**src/rtl/fifo_param_if.sv**
```systemverilog
// Bus bundle between the packet source and fifo_param.
// Carries write/read requests, thresholds, error clear and all status outputs.
// master = source/consumer side, slave = FIFO side.
interface fifo_param_if #(
  parameter int DW = 8,
  parameter int AW = 3
);
  logic [DW-1:0] data_in;
  logic          push;
  logic          pop;
  logic [AW:0]   umbral_almost_full;
  logic [AW:0]   umbral_almost_empty;
  logic          error_clr;
  logic [DW-1:0] data_out;
  logic          valid_out;
  logic          fifo_full;
  logic          fifo_empty;
  logic          almost_full;
  logic          almost_empty;
  logic [AW:0]   fill_level;
  logic          error;
  logic [AW:0]   max_level;

  modport master (
    output data_in, push, pop, umbral_almost_full, umbral_almost_empty, error_clr,
    input  data_out, valid_out, fifo_full, fifo_empty, almost_full, almost_empty,
           fill_level, error, max_level
  );

  modport slave (
    input  data_in, push, pop, umbral_almost_full, umbral_almost_empty, error_clr,
    output data_out, valid_out, fifo_full, fifo_empty, almost_full, almost_empty,
           fill_level, error, max_level
  );
endinterface

```
**src/rtl/fifo_param.sv**
```systemverilog
// Synchronous FIFO, 2**AW x DW, with fill level, threshold flags and sticky error.
// Latency: registered read data one cycle after an effective pop; flags combinational on fill level.
// Backpressure: push while full without a same-cycle pop is dropped and flags error; pop while empty flags error.
// Optional FIFO_WATERMARK_EN: max_level tracks peak occupancy; otherwise tied to 0.
module fifo_param #(
  parameter int DW = 8,
  parameter int AW = 3
) (
  input  logic       clk,
  input  logic       reset,
  fifo_param_if.slave bus
);

  localparam logic [AW:0] LP_DEPTH = {1'b1, {AW{1'b0}}};

  logic [DW-1:0] r_mem [0:(1<<AW)-1];
  logic [AW-1:0] r_wr_ptr;
  logic [AW-1:0] r_rd_ptr;
  logic [AW:0]   r_fill_level;
  logic [DW-1:0] r_data_out;
  logic          r_valid_out;
  logic          r_error;

  logic          w_full;
  logic          w_empty;
  logic          w_pop_eff;
  logic          w_push_acc;
  logic          w_err_evt;
  logic [AW:0]   w_fill_nxt;

  assign w_full     = (r_fill_level == LP_DEPTH);
  assign w_empty    = (r_fill_level == '0);
  assign w_pop_eff  = bus.pop && !w_empty;
  // A full FIFO still accepts a push when a word leaves on the same edge.
  assign w_push_acc = bus.push && (!w_full || w_pop_eff);
  // Overflow: push refused. Underflow: pop on empty (a same-cycle push does not rescue it).
  assign w_err_evt  = (bus.push && !w_push_acc) || (bus.pop && w_empty);

  // Next occupancy from the accepted push / effective pop pair.
  always_comb begin
    w_fill_nxt = r_fill_level;
    case ({w_push_acc, w_pop_eff})
      2'b10:   w_fill_nxt = r_fill_level + (AW+1)'(1);
      2'b01:   w_fill_nxt = r_fill_level - (AW+1)'(1);
      default: w_fill_nxt = r_fill_level;
    endcase
  end

  // Storage write; contents need no reset since occupancy gates every read.
  always_ff @(posedge clk) begin
    if (w_push_acc) begin
      r_mem[r_wr_ptr] <= bus.data_in;
    end
  end

  // Pointers and occupancy; pointers wrap naturally on AW bits.
  always_ff @(posedge clk or posedge reset) begin
    if (reset) begin
      r_wr_ptr     <= '0;
      r_rd_ptr     <= '0;
      r_fill_level <= '0;
    end else begin
      if (w_push_acc) r_wr_ptr <= r_wr_ptr + AW'(1);
      if (w_pop_eff)  r_rd_ptr <= r_rd_ptr + AW'(1);
      r_fill_level <= w_fill_nxt;
    end
  end

  // Registered read port: data_out holds its last value when no word is popped.
  always_ff @(posedge clk or posedge reset) begin
    if (reset) begin
      r_data_out  <= '0;
      r_valid_out <= 1'b0;
    end else begin
      r_valid_out <= w_pop_eff;
      if (w_pop_eff) r_data_out <= r_mem[r_rd_ptr];
    end
  end

  // Sticky error; a new event on the same edge as a clear keeps it set.
  always_ff @(posedge clk or posedge reset) begin
    if (reset) begin
      r_error <= 1'b0;
    end else if (w_err_evt) begin
      r_error <= 1'b1;
    end else if (bus.error_clr) begin
      r_error <= 1'b0;
    end
  end

`ifdef FIFO_WATERMARK_EN
  logic [AW:0] r_max_level;

  // Peak occupancy; error_clr restarts the watermark from the present level.
  always_ff @(posedge clk or posedge reset) begin
    if (reset) begin
      r_max_level <= '0;
    end else if (bus.error_clr) begin
      r_max_level <= r_fill_level;
    end else if (w_fill_nxt > r_max_level) begin
      r_max_level <= w_fill_nxt;
    end
  end

  assign bus.max_level = r_max_level;
`else
  assign bus.max_level = '0;
`endif

  assign bus.data_out     = r_data_out;
  assign bus.valid_out    = r_valid_out;
  assign bus.fifo_full    = w_full;
  assign bus.fifo_empty   = w_empty;
  // Unsigned AW+1-bit compares: out-of-range thresholds pin the flags naturally.
  assign bus.almost_full  = (r_fill_level >= bus.umbral_almost_full);
  assign bus.almost_empty = (r_fill_level <= bus.umbral_almost_empty);
  assign bus.fill_level   = r_fill_level;
  assign bus.error        = r_error;

endmodule

```
**src/flat_wrapper.sv**
```systemverilog
// flat-port wrapper written by rule: the top's interface ports become plain ports
module fifo_param_flat 
#(
  parameter int DW = 8,
  parameter int AW = 3
)
  (clk, reset, bus_data_in, bus_push, bus_pop, bus_umbral_almost_full, bus_umbral_almost_empty, bus_error_clr, bus_data_out, bus_valid_out, bus_fifo_full, bus_fifo_empty, bus_almost_full, bus_almost_empty, bus_fill_level, bus_error, bus_max_level);
  fifo_param_if #(.DW(DW), .AW(AW)) bus_i ();
  input  logic clk;
  input  logic reset;
  input wire logic [$bits(bus_i.data_in)-1:0] bus_data_in;
  input wire logic [$bits(bus_i.push)-1:0] bus_push;
  input wire logic [$bits(bus_i.pop)-1:0] bus_pop;
  input wire logic [$bits(bus_i.umbral_almost_full)-1:0] bus_umbral_almost_full;
  input wire logic [$bits(bus_i.umbral_almost_empty)-1:0] bus_umbral_almost_empty;
  input wire logic [$bits(bus_i.error_clr)-1:0] bus_error_clr;
  output wire logic [$bits(bus_i.data_out)-1:0] bus_data_out;
  output wire logic [$bits(bus_i.valid_out)-1:0] bus_valid_out;
  output wire logic [$bits(bus_i.fifo_full)-1:0] bus_fifo_full;
  output wire logic [$bits(bus_i.fifo_empty)-1:0] bus_fifo_empty;
  output wire logic [$bits(bus_i.almost_full)-1:0] bus_almost_full;
  output wire logic [$bits(bus_i.almost_empty)-1:0] bus_almost_empty;
  output wire logic [$bits(bus_i.fill_level)-1:0] bus_fill_level;
  output wire logic [$bits(bus_i.error)-1:0] bus_error;
  output wire logic [$bits(bus_i.max_level)-1:0] bus_max_level;
  assign bus_i.data_in = bus_data_in;
  assign bus_i.push = bus_push;
  assign bus_i.pop = bus_pop;
  assign bus_i.umbral_almost_full = bus_umbral_almost_full;
  assign bus_i.umbral_almost_empty = bus_umbral_almost_empty;
  assign bus_i.error_clr = bus_error_clr;
  assign bus_data_out = bus_i.data_out;
  assign bus_valid_out = bus_i.valid_out;
  assign bus_fifo_full = bus_i.fifo_full;
  assign bus_fifo_empty = bus_i.fifo_empty;
  assign bus_almost_full = bus_i.almost_full;
  assign bus_almost_empty = bus_i.almost_empty;
  assign bus_fill_level = bus_i.fill_level;
  assign bus_error = bus_i.error;
  assign bus_max_level = bus_i.max_level;
  fifo_param #(.DW(DW), .AW(AW)) u_core (.clk(clk), .reset(reset), .bus(bus_i));
endmodule
```
**config.mk**
```make
export PLATFORM = sky130hd
export DESIGN_NAME = fifo_param_flat
export DESIGN_NICKNAME = d
export VERILOG_FILES = /design/src/rtl/fifo_param_if.sv /design/src/rtl/fifo_param.sv /design/src/flat_wrapper.sv
export SDC_FILE = /design/constraint.sdc
export NUM_CORES = 1
export LEC_CHECK = 0
export ABC_CLOCK_PERIOD_IN_PS = 3350
export BUFFER_PORTS_ARGS = -buffer_cell sky130_fd_sc_hd__buf_4
export CAP_MARGIN = 10
export CORE_MARGIN = 10
export CORE_UTILIZATION = 50
export DETAILED_ROUTE_END_ITERATION = 10
export GPL_TIMING_DRIVEN = 0
export PLACE_DENSITY = 0.8
export SLEW_MARGIN = 40
export SYNTH_ARGS = -nofsm -noshare
export SYNTH_HDL_FRONTEND = slang
export SYNTH_SLANG_ARGS = --single-unit
```
**constraint.sdc**
```tcl
create_clock -name clk -period 3.35 [get_ports clk]
set_input_delay 0.335 -clock clk [delete_from_list [all_inputs] [get_ports clk]]
set_output_delay 0.335 -clock clk [all_outputs]
set_load 0.005 [all_outputs]
```
* Word level (Yosys, flattened, before mapping)
Memories as Yosys holds them, arrays and structs flattened. A register that Yosys moved wholly into a read port is not among the register bits.
Cells that the tools add are included.
** Cells by class
- Equal/unequal tests :: 3
- $add $sub $neg :: 4
- Reduce and logical (&&, ||, !) cells :: 12
- Order comparisons :: 2
- Mux-type cells :: 5
** Operator list (number)
- 4-bit case mux with 2 select lines :: 1
- 3-bit by 1-bit adder with 3-bit output, second input constant :: 2
- 4-bit by 1-bit adder with 4-bit output, second input constant :: 1
- 4-bit equality test, second input constant :: 1
- 4-bit greater-or-equal comparator :: 1
- 4-bit less-or-equal comparator :: 1
- 1-bit logical AND :: 4
- 4-bit logical NOT :: 1
- 1-bit two-way mux :: 4
- 2-bit nonzero test :: 2
- 4-bit by 1-bit subtractor with 4-bit output, second input constant :: 1
- 1-bit logical NOT :: 3
- 2-bit by 1-bit equality test with 1-bit output, second input constant :: 1
- 2-bit equality test, second input constant :: 1
- 1-bit logical OR :: 2
** Storage, ports and cells
- Memories kept :: 1
- Bits in registers :: 12
- Bits of input ports :: 21
- Memory bits (writable) :: 64
- Logic and storage cells :: 32
** Memories
- u_core.r_mem :: words 8, bits a word 8, rd ports 1, clocked after memory_dff 1, write ports 1, RTL line fifo_param.sv:16 : logic [DW-1:0] r_mem [0:(1<<AW)-1];

* Longest topological paths before layout
Gate-level depths: netlist of run 1.
- Depth in word-level cells :: 9
- Gate-level depth with buffers :: 11
- Gate-level depth less buffers :: 10

* Least setup slack after synthesis of run 1
No wires, ideal clock.
- Path type :: reg2reg
- Start :: reg u_core.r_fill_level[1], in the netlist u_core.bus.fill_level[1]
- End :: reg u_core.r_fill_level[3], in the netlist u_core.bus.fill_level[3]
- Data required time :: 3.281 ns
- Library setup time :: 0.069 ns
- Period minus slack after synthesis :: 2.562 ns
- Setup slack :: 0.788 ns
- Cell stages (with the launch flop) :: 12
- Arrival time :: 2.493 ns
- Buffers on the path :: 1
- Path through :: dfrtp_1 or3_1 buf_6 o21ai_4 inv_2 nand2_1 inv_1 ha_1 or2_2 a21oi_1 mux2_2 nand3_1
** On the way
- Longest elaborated chain between the ends :: 7
** Ends and longest elaborated chain
- start: declaration :: RTL line fifo_param.sv:19 : logic [AW:0] r_fill_level;
- start signal: assignment :: RTL line fifo_param.sv:65 : r_fill_level <= w_fill_nxt;
- 4-bit logical NOT (*) :: RTL line fifo_param.sv:32 : assign w_empty = (r_fill_level == '0);
- 1-bit logical NOT (*) :: RTL line fifo_param.sv:33 : assign w_pop_eff = bus.pop && !w_empty;
- 1-bit logical AND (*) :: RTL line fifo_param.sv:33
- named net u_core.w_pop_eff :: RTL line fifo_param.sv:26 : logic w_pop_eff;
- 1-bit logical OR :: RTL line fifo_param.sv:35 : assign w_push_acc = bus.push && (!w_full || w_pop_eff);
- 1-bit logical AND :: RTL line fifo_param.sv:35
- 2-bit by 1-bit equality test with 1-bit output or 2-bit equality test (tied branches) :: RTL line fifo_param.sv:42 : case ({w_push_acc, w_pop_eff})
- 4-bit case mux with 2 select lines or 2-bit nonzero test (tied branches)
Mark *: on every way through the listed nets, which the timed path passes. The rest lies on a longest branch.
A chain may end at the register's enable or synchronous reset.

* Final worst setup path of run 1
Same ends and word-level chain as after synthesis.

==> results.py, run 1 <==
metrics = {
    "synth": {
        "ys_types": 36,
        "synth_warnings": 0,
        "synth_simple_gate_area_frac": 0.0601,
        "synth_fa_ha_area_frac": 0.0457,
        "ys_seq_elements": 84,
        "syn_area_um2": 3730,
        "synth_top_family_by_area": "multiplexers",
        "avgSynthCellArea_um2": 14.4,
        "synthMuxAreaShare": 0.104,
        "synth_compound_area_frac": 0.0806,
        "yosysSeqAreaShare": 0.650,
        "synth_xor_area_frac": 0.0141,
        "syn_inst": 258,
    },
    "hold_path": {
        "hp-class": "in -> async",
    },
    "outcome": {
        "status": "finished, final reports clean",
    },
    "cts": {
        "cts_hold_buf": 0,
        "cts_tree": "done",
        "path_clk_slew_ps": 90,
        "cts_inserted_buffers": 9,
        "cts_root_buf": "clkbuf_8",
        "htreeDepth": 3,
        "ctsResizeCount": 0,
        "clk_path_buf_depth": 2,
        "clock_sinks": 84,
        "postCtsSetupRepairBufs": 0,
        "clock_latency_ps": 360,
    },
    "final_layout": {
        "layout.nets": 342,
        "layout_commonest_cell": "edfxtp_1",
        "drive_gt1_frac": 0.297,
        "mostFrequentLayoutCells": "edfxtp_1, buf_4, nand2_1, dfrtp_1, mux2_2",
        "n_antenna_cell": 0,
        "n_fill_cell": 574,
        "stdcell_area_um2": 4350,
        "areaGrowthSynthToFinish_pct": 16.7,
    },
    "floorplanning": {
        "die-area_um2": 11300,
        "ios": 43,
        "rows": 31,
        "die_h_um": 106,
        "start_util": 0.514,
        "fp.dieW_um": 106,
        "coreArea_um2": 7250,
    },
    "sta": {
        "fmax_ghz": 0.349,
        "period_share": 0.855,
        "maxSlewViolCount": 0,
        "hold_viol": 0,
        "fin_crit_ps": 2860,
        "setup_viol": 0,
        "rsz0062_at_grt": "no",
        "max_slew_margin": 0.465,
        "fin_setup_tns_ps": 0,
        "fin_skew_ps": 8.64,
        "tightest_slew_ps": 800,
    },
    "placed_design": {
        "postPlaceCellArea_um2": 4140,
        "dp_hpwl_um": 5140,
        "gp_congestion": 0.775,
        "numPortBuffers": 36,
    },
    "power_and_ir_drop": {
        "p_clk_frac": 0.209,
        "pwr-share-comb": 0.375,
        "p_sw_uw": 1190,
        "ir_drop_mv": 0.447,
        "powerDensity_nw_per_um2": 818,
        "p_int_uw": 2360,
        "pwr-share-seq": 0.416,
        "p_sw_frac": 0.335,
        "p_leak_uw": 0.00175,
    },
    "worst_setup_path": {
        "worstReg2RegStart": "u_core.bus.fill_level[1]",
        "end_kind": "register",
        "cp-start-kind": "register",
        "crit_start": "u_core.bus.fill_level[1]",
        "critPathKind": "reg -> reg",
        "cp_data_arrival_time_ps": 3160,
        "cp_max_fo": 10,
        "required_ps": 3640,
    },
    "drt": {
        "drt_wl_total_um": 7220,
        "wire_per_inst_um": 17.5,
        "ant_nets": 0,
        "drcViolationCount": 0,
        "drt_first_pass_iters": 4,
        "vias_per_cell": 5.37,
        "vias": 2214,
        "drtIter0Drc": 171,
    },
    "global_route": {
        "grt-ovfl-total": 0,
        "globalRouteTotalUtil": 0.132,
        "grt_pass1_wl_um": 11900,
        "grt_pass1_vias": 2363,
        "grt_max_degree": 21,
        "antenna_found_initial": 0,
    },
    "job": {
        "max_cap_violations": 0,
    },
}
## metal layers
metal / share of wire / track usage / up-vias / routed length, µm
li1: - / - / 1046 / -
met1: 0.44 / 0.160 / 1103 / 3180
met2: 0.49 / 0.216 / 61 / 3550
met3: 0.062 / 0.0465 / 4 / 447
met4: 0.0058 / 0.0435 / 0 / 42
met5: 0 / 0 / - / 0
## power groups by stage
stage	Clock (µW)	Sequential [µW]	Combinational, µW
global route	805	1510	1470
CTS	758	1480	1350
floorplan	0	1470	904
detailed placement	0	1510	1340
finish	742	1480	1330
global placement	0	1490	1290
## through the flow
step           hold slack, ps  power [µW]  std cells  worst slack [ps]   util
2_1_floorplan             299        2380        261               788      -
3_3_place_gp              468        2770        396               589  0.570
3_5_place_dp              472        2840        396               542  0.571
4_1_cts                   132        3590        412               486  0.599
5_1_grt                  31.5        3790        412               331  0.600
6_report                0.275        3560        412               485  0.600
## area by class of cell
type | instances | area (µm²) | area share
buffer | 15 | 113 | 0.0259
clock buffer | 9 | 124 | 0.0285
clock inverter | 7 | 78.8 | 0.0181
inverter | 14 | 52.6 | 0.0121
multi-input combinational | 148 | 1160 | 0.268
sequential | 84 | 2420 | 0.557
tap | 99 | 124 | 0.0285
timing repair buffer | 36 | 270 | 0.0621
## cells in the mapped netlist
| cell | count | area share |
|---|---|---|
| a211o_1 | 1 | 0.0024 |
| a21o_1 | 3 | 0.0060 |
| a21oi_1 | 2 | 0.0027 |
| a221o_1 | 8 | 0.021 |
| a31oi_4 | 1 | 0.0057 |
| buf_1 | 2 | 0.0020 |
| buf_2 | 3 | 0.0040 |
| buf_4 | 6 | 0.012 |
| buf_6 | 4 | 0.012 |
| conb_1 | 1 | 0.0010 |
| dfrtp_1 | 20 | 0.13 |
| edfxtp_1 | 64 | 0.52 |
| fa_1 | 1 | 0.0054 |
| ha_1 | 12 | 0.040 |
| inv_1 | 13 | 0.013 |
| inv_2 | 1 | 0.0010 |
| mux2_2 | 18 | 0.054 |
| mux2_4 | 1 | 0.0040 |
| mux2i_1 | 17 | 0.046 |
| nand2_1 | 23 | 0.023 |
| nand2b_1 | 6 | 0.010 |
| nand3_1 | 3 | 0.0040 |
| nand4_1 | 1 | 0.0017 |
| nor2_1 | 10 | 0.010 |
| nor2b_1 | 2 | 0.0034 |
| nor3_1 | 2 | 0.0027 |
| o21a_1 | 3 | 0.0060 |
| o21ai_0 | 7 | 0.0094 |
| o21ai_1 | 3 | 0.0040 |
| o21ai_4 | 1 | 0.0044 |
| o22ai_1 | 9 | 0.015 |
| o22ai_2 | 1 | 0.0034 |
| or2_2 | 1 | 0.0017 |
| or3_1 | 2 | 0.0034 |
| xnor2_1 | 5 | 0.012 |
| xor2_1 | 1 | 0.0024 |
## worst max-delay path, cell delays in order (launching register included)
cell and delay [ps]:
dfrtp_1 470, or3_1 390, buf_6 160, o21ai_4 270, inv_2 110, nand2_1 120, inv_1 70, ha_1 320
or2_2 320, a21oi_1 160, mux2_2 340, nand3_1 70
## flip-flops by register name (all words and copies together), names as in the netlist
| signal | cells |
|---|---|
| u_core.r_mem | 64 |
| u_core.bus.data_out | 8 |
| u_core.bus.fill_level | 4 |
| u_core.r_rd_ptr | 3 |
| u_core.r_wr_ptr | 3 |
| u_core.bus.error | 1 |
| u_core.bus.valid_out | 1 |
## kinds of logic (layout without fill, tap and decap cells)
group,after synthesis,count (layout)
AND/OR/NAND/NOR,50,50
adder cells (fa/ha/maj),13,13
buffers and inverters,29,81
multiplexers,36,36
XOR/XNOR,6,6
AO/OA/AOI/OAI,39,39
flip-flops,84,84
other,1,4
## final timing paths
kind	endpoint	slack, ps	cells past startpoint
min in group clk	u_core.bus.error	180	2
hold / removal	u_core.bus.data_out[2]	0.3	2
max in group asynchronous	u_core.bus.fill_level[3]	2990	2
setup / recovery	u_core.bus.fill_level[3]	490	11
setup reg to reg	u_core.bus.fill_level[3]	490	11
hold reg to reg	u_core.bus.data_out[1]	480	2
Note: power is estimated with default switching activity, not from simulation.
==> run 2: changes to the inputs <==
- RECOVER_POWER: unset -> 100
==> run 2 against run 1 <==
Compared with the run above: the run now ends with hold timing left; critical path type unchanged; register-to-register slack lost 20 ps; final area is 1.7% lower; combinational power shrank 4%; critical endpoint unchanged; setup slack got worse by 18 ps; power decreased by 1.6%.
==> results.py, run 2 (synthesis gave the netlist of run 1 again) <==
metrics = {
    "outcome": {
        "status": "complete, but fails checks",
        "violations": "hold timing",
    },
    "sta": {
        "setup_slack_ps": 468,
        "period_share": 0.860,
        "tightest_slew_ps": 1230,
        "maxSlewViolCount": 0,
        "fmax_ghz": 0.347,
        "max_slew_margin": 0.175,
        "hold_viol": 3,
        "fin_hold_ws_ps": -0.361,
        "fin_crit_ps": 2880,
        "fin_setup_tns_ps": 0,
        "setup_viol": 0,
        "fin_skew_ps": 8.12,
        "rsz0062_at_grt": "no",
    },
    "floorplanning": {
        "coreArea_um2": 7250,
        "rows": 31,
        "start_util": 0.514,
        "fp.dieW_um": 106,
        "die_h_um": 106,
        "die-area_um2": 11300,
        "ios": 43,
    },
    "placed_design": {
        "dp_hpwl_um": 5140,
        "pre_cts_ws_ps": 542,
        "postPlaceCellArea_um2": 4140,
        "gp_congestion": 0.775,
        "numPortBuffers": 36,
    },
    "drt": {
        "drcViolationCount": 0,
        "vias": 2203,
        "vias_per_cell": 5.35,
        "wire_per_inst_um": 17.5,
        "drt_first_pass_iters": 4,
        "ant_nets": 0,
        "drtIter0Drc": 181,
        "drt_wl_total_um": 7220,
    },
    "global_route": {
        "globalRouteTotalUtil": 0.132,
        "grt_pass1_wl_um": 11900,
        "antenna_found_initial": 0,
        "grt_max_degree": 21,
        "grt-ovfl-total": 0,
        "grt_pass1_vias": 2363,
    },
    "cts": {
        "path_clk_slew_ps": 90,
        "cts_root_buf": "clkbuf_8",
        "cts_hold_buf": 0,
        "cts_tree": "done",
        "ctsResizeCount": 0,
        "clock_latency_ps": 360,
        "clock_sinks": 84,
        "postCtsSetupRepairBufs": 0,
        "htreeDepth": 3,
        "clk_path_buf_depth": 2,
        "cts_inserted_buffers": 9,
    },
    "worst_setup_path": {
        "cp_max_fo": 10,
        "end_kind": "register",
        "critPathKind": "reg -> reg",
        "cp-start-kind": "register",
        "cp_data_arrival_time_ps": 3180,
        "regToRegSetupSlack_ps": 470,
        "reg2reg_depth": 11,
        "worstReg2RegStart": "u_core.bus.fill_level[1]",
        "required_ps": 3640,
        "rr_endpoint": "u_core.bus.fill_level[3]",
    },
    "job": {
        "max_cap_violations": 0,
    },
    "final_layout": {
        "fin_util": 0.589,
        "layout_commonest_cell": "edfxtp_1",
        "mostFrequentLayoutCells": "edfxtp_1, nand2_1, dfrtp_1, mux2_2, mux2i_1",
        "top_register": "u_core.r_mem",
        "layout.nets": 342,
        "n_fill_cell": 585,
        "areaGrowthSynthToFinish_pct": 14.7,
        "n_antenna_cell": 0,
        "drive_gt1_frac": 0.236,
        "largest_register_ffs": 64,
        "stdcell_area_um2": 4280,
    },
    "power_and_ir_drop": {
        "ir_drop_mv": 0.446,
        "powerDensity_nw_per_um2": 818,
        "p_leak_uw": 0.00170,
    },
    "hold_path": {
        "hp-class": "in -> async",
    },
}
==> run 2: changes by cell type in the layout (fill, tap and decap cells not counted), moves of 2 or more <==
cell	delta
buf_4	-26
clkbuf_1	+12
clkbuf_4	+15
nor2_1	+2
nor2_2	-2
nor3_1	+2
nor3_2	-2
o21ai_0	+3
o21ai_1	-3
==> run 2: cell type report <==
cell class / instances / area [µm²] / area share
well taps: 99 / 124 / 0.0290
multi-input cells: 148 / 1140 / 0.267
clock buffers: 9 / 124 / 0.0290
plain buffers: 15 / 105 / 0.0246
inverters: 14 / 52.6 / 0.0123
clock inverters: 7 / 78.8 / 0.0184
repair buffers: 36 / 229 / 0.0536
flip-flops and latches: 84 / 2420 / 0.567
==> run 2: routing by layer <==
layer  track usage  vias up  wire length, µm
met1         0.160     1099             3180
met5             0        -                0
li1              -     1044                -
met3        0.0465        5              491
met2         0.216       55             3500
met4        0.0435        0               54
==> run 2: critical path, cell delays in order, from the launching register on <==
cell	delay, ps
dfrtp_1	470
or3_1	390
buf_6	160
o21ai_4	240
inv_1	150
nand2_1	140
inv_1	70
ha_1	320
or2_2	320
a21oi_1	160
mux2_2	340
nand3_1	70
==> run 2: worst max-delay path by stage <==
stage | start | endpoint | slack [ps]
5_1_grt | u_core.bus.fill_level[1] | u_core.bus.fill_level[3] | 300
3_3_place_gp | u_core.bus.fill_level[1] | u_core.bus.fill_level[3] | 590
4_1_cts | u_core.bus.fill_level[1] | u_core.bus.fill_level[3] | 490
6_report | u_core.bus.fill_level[1] | u_core.bus.fill_level[3] | 470
2_1_floorplan | u_core.bus.fill_level[1] | u_core.bus.fill_level[3] | 790
3_5_place_dp | u_core.bus.fill_level[1] | u_core.bus.fill_level[3] | 540
==> run 2: power breakdown <==
part           internal (µW)  switching (µW)  total [µW]
logic                    617             660        1280
registers               1340             130        1470
clock network            356             389         746
==> run 2: stage by stage <==
step / total power [µW] / instances
finish: 3500 / 412
detailed placement: 2840 / 396
global route: 3730 / 412
CTS: 3590 / 412
floorplan: 2380 / 261
global placement: 2770 / 396
